<file path="src/rtl/multicycle_alu.sv">
// multicycle_alu
//   Handshaked ALU that sits between the operand stage and writeback.
//   ADD, SUB, AND, OR and SLT complete one cycle after accept. MUL (shift-add,
//   LSB first) and DIVU/REMU (restoring, MSB first) iterate over WIDTH cycles
//   and complete WIDTH+1 cycles after accept.
//
// Ports
//   clk, rst_n           clock (rising edge), asynchronous active-low reset
//   in_valid / in_ready  operation request handshake
//   a, b, alu_op         operands and op code (8-15 are illegal)
//   out_valid / out_ready result handshake
//   result, zero, illegal registered result and flags
//
// Handshake rule: a transfer happens on a rising edge where valid and ready
// are both high. in_ready is high only in IDLE and out_valid only in DONE,
// both decoded from the state register alone. The producer's a/b/alu_op are
// sampled only on the accepting edge, and result/zero/illegal are held
// constant for as long as out_valid is high.

module multicycle_alu #(
  parameter int WIDTH = 64,
  parameter int CNT_W = $clog2(WIDTH + 1)
) (
  input  logic             clk,
  input  logic             rst_n,
  input  logic             in_valid,
  output logic             in_ready,
  input  logic [WIDTH-1:0] a,
  input  logic [WIDTH-1:0] b,
  input  logic [3:0]       alu_op,
  output logic             out_valid,
  input  logic             out_ready,
  output logic [WIDTH-1:0] result,
  output logic             zero,
  output logic             illegal
);

  localparam logic [1:0] S_IDLE = 2'd0;
  localparam logic [1:0] S_BUSY = 2'd1;
  localparam logic [1:0] S_DONE = 2'd2;

  localparam logic [3:0] OP_ADD  = 4'd0;
  localparam logic [3:0] OP_SUB  = 4'd1;
  localparam logic [3:0] OP_AND  = 4'd2;
  localparam logic [3:0] OP_OR   = 4'd3;
  localparam logic [3:0] OP_SLT  = 4'd4;
  localparam logic [3:0] OP_MUL  = 4'd5;
  localparam logic [3:0] OP_DIVU = 4'd6;
  localparam logic [3:0] OP_REMU = 4'd7;

  logic [1:0]       state;
  logic [CNT_W-1:0] cnt;
  logic [3:0]       op_q;
  // x_q: multiplicand (MUL) or dividend shifting into quotient (DIV/REM)
  // y_q: multiplier (MUL) or divisor (DIV/REM)
  // acc_q: partial product (MUL) or partial remainder (DIV/REM)
  logic [WIDTH-1:0] x_q;
  logic [WIDTH-1:0] y_q;
  logic [WIDTH-1:0] acc_q;
  logic [WIDTH-1:0] result_q;
  logic             zero_q;
  logic             illegal_q;

  assign in_ready  = (state == S_IDLE);
  assign out_valid = (state == S_DONE);
  assign result    = result_q;
  assign zero      = zero_q;
  assign illegal   = illegal_q;

  // Single-cycle path, evaluated on the raw inputs at accept time.
  logic [WIDTH-1:0] fast_res;
  logic             fast_ill;
  logic             is_multi;

  always_comb begin
    fast_res = '0;
    fast_ill = alu_op[3];
    is_multi = 1'b0;
    case (alu_op)
      OP_ADD:  fast_res = a + b;
      OP_SUB:  fast_res = a - b;
      OP_AND:  fast_res = a & b;
      OP_OR:   fast_res = a | b;
      OP_SLT:  fast_res = {{(WIDTH-1){1'b0}}, ($signed(a) < $signed(b))};
      OP_MUL, OP_DIVU, OP_REMU: is_multi = 1'b1;
      default: fast_res = '0;
    endcase
  end

  // One iteration step of the multi-cycle ops.
  logic [WIDTH-1:0] mul_acc_n;
  logic [WIDTH:0]   rem_sh;
  logic [WIDTH:0]   trial;
  logic             div_ok;
  logic [WIDTH-1:0] div_rem_n;
  logic [WIDTH-1:0] div_quo_n;
  logic             is_mul;
  logic [WIDTH-1:0] iter_x;
  logic [WIDTH-1:0] iter_y;
  logic [WIDTH-1:0] iter_acc;
  logic [WIDTH-1:0] iter_res;

  always_comb begin
    mul_acc_n = y_q[0] ? (acc_q + x_q) : acc_q;
    // Bring down the next dividend bit; a non-negative trial sets the
    // quotient bit. With a zero divisor every trial succeeds, so the
    // quotient becomes all ones and the remainder collects the dividend.
    rem_sh    = {acc_q, x_q[WIDTH-1]};
    trial     = rem_sh - {1'b0, y_q};
    div_ok    = ~trial[WIDTH];
    div_rem_n = div_ok ? trial[WIDTH-1:0] : rem_sh[WIDTH-1:0];
    div_quo_n = {x_q[WIDTH-2:0], div_ok};
    is_mul    = (op_q == OP_MUL);
    iter_x    = is_mul ? (x_q << 1) : div_quo_n;
    iter_y    = is_mul ? (y_q >> 1) : y_q;
    iter_acc  = is_mul ? mul_acc_n : div_rem_n;
    iter_res  = (op_q == OP_DIVU) ? div_quo_n : iter_acc;
  end

  always_ff @(posedge clk or negedge rst_n) begin
    if (!rst_n) begin
      state     <= S_IDLE;
      cnt       <= '0;
      op_q      <= OP_ADD;
      x_q       <= '0;
      y_q       <= '0;
      acc_q     <= '0;
      result_q  <= '0;
      zero_q    <= 1'b1;
      illegal_q <= 1'b0;
    end else begin
      case (state)
        S_IDLE: begin
          if (in_valid) begin
            op_q <= alu_op;
            if (is_multi) begin
              x_q   <= a;
              y_q   <= b;
              acc_q <= '0;
              cnt   <= CNT_W'(WIDTH);
              state <= S_BUSY;
            end else begin
              result_q  <= fast_res;
              zero_q    <= (fast_res == '0);
              illegal_q <= fast_ill;
              state     <= S_DONE;
            end
          end
        end
        S_BUSY: begin
          x_q   <= iter_x;
          y_q   <= iter_y;
          acc_q <= iter_acc;
          cnt   <= cnt - CNT_W'(1);
          // The last iteration writes its result directly so DONE is
          // reached on the same edge the counter hits zero.
          if (cnt == CNT_W'(1)) begin
            result_q  <= iter_res;
            zero_q    <= (iter_res == '0);
            illegal_q <= 1'b0;
            state     <= S_DONE;
          end
        end
        S_DONE: begin
          if (out_ready) state <= S_IDLE;
        end
        default: state <= S_IDLE;
      endcase
    end
  end

endmodule

</file>
<file path="config.mk">
export PLATFORM = sky130hd
export DESIGN_NAME = multicycle_alu
export DESIGN_NICKNAME = d
export VERILOG_FILES = /design/src/rtl/multicycle_alu.sv
export SDC_FILE = /design/constraint.sdc
export NUM_CORES = 2
export LEC_CHECK = 0
export CAP_MARGIN = 15
export CORE_MARGIN = 2
export CORE_UTILIZATION = 40
export CTS_BUF_LIST = sky130_fd_sc_hd__clkbuf_8
export DETAILED_ROUTE_END_ITERATION = 8
export HOLD_SLACK_MARGIN = 0.06
export PLACE_DENSITY_LB_ADDON = 0.15
export SYNTH_ARGS = -nofsm -noshare
export SYNTH_HDL_FRONTEND = slang
export SYNTH_SLANG_ARGS = --single-unit
</file>
<file path="constraint.sdc">
create_clock -name clk -period 5.9 [get_ports clk]
set_input_delay 1.18 -clock clk [delete_from_list [all_inputs] [get_ports clk]]
set_output_delay 1.18 -clock clk [all_outputs]
set_load 0.01 [all_outputs]
</file>
==> run metrics <==
status=completed; Fillers=approximately 8400; synthesized cell area=0.03386 mm²; Distinct cells, synth=93; Yosys warnings=0; Synth top area share=0.1995; CP max-delay cell=clkdlybuf4s50_1; largest net degree at the start of global routing=between 150 and 200; first-pass GRT wire length=248800 µm; clk_skew=0.03886 ns; Post-CTS Hold Buffers=0; Reg2Reg Depth=23; worst ir drop on vdd=between 0.0002 and 0.00025 V; Vias=~40000; grt ovf=0; leak pwr=20.97 nW; Post-Synth Adder-Cell Area=0.1317; chip height=295.0 µm; Worst Path Arrival=around 6.4 ns; Slew headroom=0.1955; simple-gate share of the synthesized area=0.2184; Die W=295.0 µm; Final Cell Area=between 0.04 and 0.05 mm²; crit path kind=in2reg; maximum level of the CTS H-tree=2; routed length per instance=roughly 25 µm; most used cell, CP=buf_4; most frequent cell after synthesis=nand2_1; vias in the first global route=roughly 38000; wire length on met3=between 15000 and 20000 µm; highest routed metal layer=met4; nets=6053; number of DRC markers in iteration 0=approximately 4800; io pins=204; syn_nets=~5300; WL met2=about 69000 µm; final design utilization=0.5336; layout cells sized above 1=0.2057; Post-DP HPWL=137000 µm; Area contributors post-synth=dfrtp_1 (20%), ha_1 (13%), nand2_1 (7.2%); Synth Area in Compound Gates=0.3221; total clock sinks=271; post-synthesis mux area share=0.02350; Startpoint Class=input pin; Pwr Density=500.6 mW/mm²; Tmin final=between 5 and 6 ns; vias per inst=between 6 and 7; final hold vios=0; crit end category=register; Starting Density=0.4047; Worst Hold Class=reg2reg; Clock Latency Late Sink=about 0.68 ns; Synth area leader=dfrtp_1; Slew Limit Fails=0; Layout area overhead=31.87%; # port buffers=203; die area=0.08701 mm²; period utilization=0.9783; final wirelength=between 150000 and 200000 µm; Async S/R FF share, synth=1.000; synth cell count leaders=nand2_1 (646), nor2_1 (459), a21oi_1 (432); Max Cap Violations=0; FF+latch count, synth=between 200 and 300; placer congestion estimate=a little over 1; residual DRC count=0; xor and xnor area share after synthesis=0.03517; Max clock buf depth=3; site row count=~110; GR Util All Layers=0.3822; Req. time, crit path=6.51 ns; largest family of logic cells by synthesized area=compound AO/OA/AOI/OAI gates; initial antenna violation count=3; Seq/Total Area, Yosys=0.2003; Area after DPL=0.04252 mm²; wire length on met1=79310 µm; Clock Pin Slew Worst Setup and Hold Paths=0.06 ns; Top FF cell, synth=dfrtp_1; hold-critical path depth=2; antenna-violating nets left=0; core area=0.08369 mm²; number of detailed-route iterations in the first pass=6; Mean Syn Cell Area=between 7 and 8 µm²; worst-margin pin slew=around 1.2 ns; Syn Inst Count=around 4800; Post-synth EDFFs=0; Max Fclk=173.3 MHz; endpoints failing setup=0; clock buffer count from CTS=51; CTS root buf=clkbuf_8; crit-path max FO=9; CTS tree=done; Worst path max stage delay=between 0.6 and 0.7 ns
==> report_power, final <==
| group | switching (mW) | total [mW] | internal (mW) |
|---|---|---|---|
| clock network | 0.944 | 2.02 | 1.08 |
| logic | 9.97 | 16.6 | 6.66 |
| registers | 1.03 | 3.70 | 2.67 |
| total | 11.9 | 22.4 | 10.4 |
==> path summary, 6_finish.rpt <==
check	endpoint	start	slack [ns]
worst max-delay path	zero	a[25]	0.13
worst min-delay path	result[48]	result[48]	0.48
worst max register to register	zero	x_q[63]	0.20
worst min register to register	result[48]	result[48]	0.48
max in group asynchronous	result[0]	rst_n	4.11
min in group asynchronous	x_q[3]	rst_n	0.53
==> worst max-delay path, delay by kind of cell <==
kind / cells / cell delay [ns]
compound gates: 9 / 1.44
fa+ha+maj: 1 / 0.37
buf+inv: 11 / 1.93
simple gates: 5 / 1.47
==> registers in the layout, indices dropped and copies added, names as in the netlist <==
signal,count
x_q,64
illegal,1
op_q,4
result,64
cnt,7
state,2
zero,1
y_q,64
acc_q,64
==> metrics by stage <==
step	hold slack, ns	std cells	power (mW)	setup TNS, ns	setup slack (ns)
floorplan	0.4727	4765	12.49	0	0.3014
global placement	0.4616	6624	19.49	-2.827	-1.185
detailed placement	0.4672	6624	19.46	-3.041	-1.088
CTS	0.4809	6719	21.66	0	0.0009299
global route	0.4989	6736	23.69	-0.04782	-0.02767
finish	0.4804	6736	22.36	0	0.1281
==> final cells by class <==
cell class,count,area (µm²),area share
well taps,1134,1419,0.03177
multi-input cells,3880,25650,0.5743
flip-flops and latches,271,6785,0.1519
diodes,2,5.005,0.0001121
clock buffers,62,853.3,0.01911
clock inverters,28,206.4,0.004623
inverters,306,1149,0.02572
repair buffers,1053,8596,0.1925
==> per-layer routing <==
metal / global-route usage / up-vias
met1: 0.5870 / 19490
met5: 0 / -
li1: - / 18890
met4: 0.1013 / 0
met3: 0.06698 / 250
met2: 0.5406 / 2072
==> layout by cell type, fill, tap and decap left out, types with 19 or more instances in the layout <==
| master | instances |
|---|---|
| nand2_1 | 642 |
| nor2b_1 | 41 |
| o22ai_1 | 38 |
| nor2_1 | 452 |
| o211ai_1 | 55 |
| inv_1 | 299 |
| clkbuf_8 | 62 |
| o21bai_1 | 47 |
| mux2i_1 | 57 |
| a21oi_1 | 426 |
| xnor2_1 | 87 |
| clkdlybuf4s50_1 | 170 |
| ha_1 | 324 |
| or3_1 | 29 |
| a22o_1 | 36 |
| nor4_1 | 35 |
| and2_1 | 32 |
| and3_1 | 23 |
| a31oi_1 | 168 |
| nor3_1 | 85 |
| a211o_1 | 19 |
| o21a_1 | 37 |
| xor2_1 | 49 |
| o21ai_0 | 319 |
| nand4_1 | 70 |
| a21o_1 | 105 |
| nand3_1 | 85 |
| nand2b_1 | 23 |
| dfrtp_1 | 268 |
| or2_2 | 19 |
| a211oi_1 | 92 |
| dlymetal6s2s_1 | 29 |
| buf_4 | 837 |
| o31ai_1 | 52 |
==> cells by family after synthesis <==
kind of cell               count (synthesis)
AOI/OAI and AO/OA                       1679
and+or+nand+nor                         1635
buffers and inverters                    614
adders and majority gates                354
DFF                                      271
xor gates and xnor gates                 136
muxes                                     76
==> what timing repair did <==
action,CTS,global route
buffers inserted,5,16
pin swaps,8,49
gates cloned,0,0
resized for setup,25,186
endpoints found under the setup margin,1,4
Note: power is estimated with default switching activity, not from simulation.
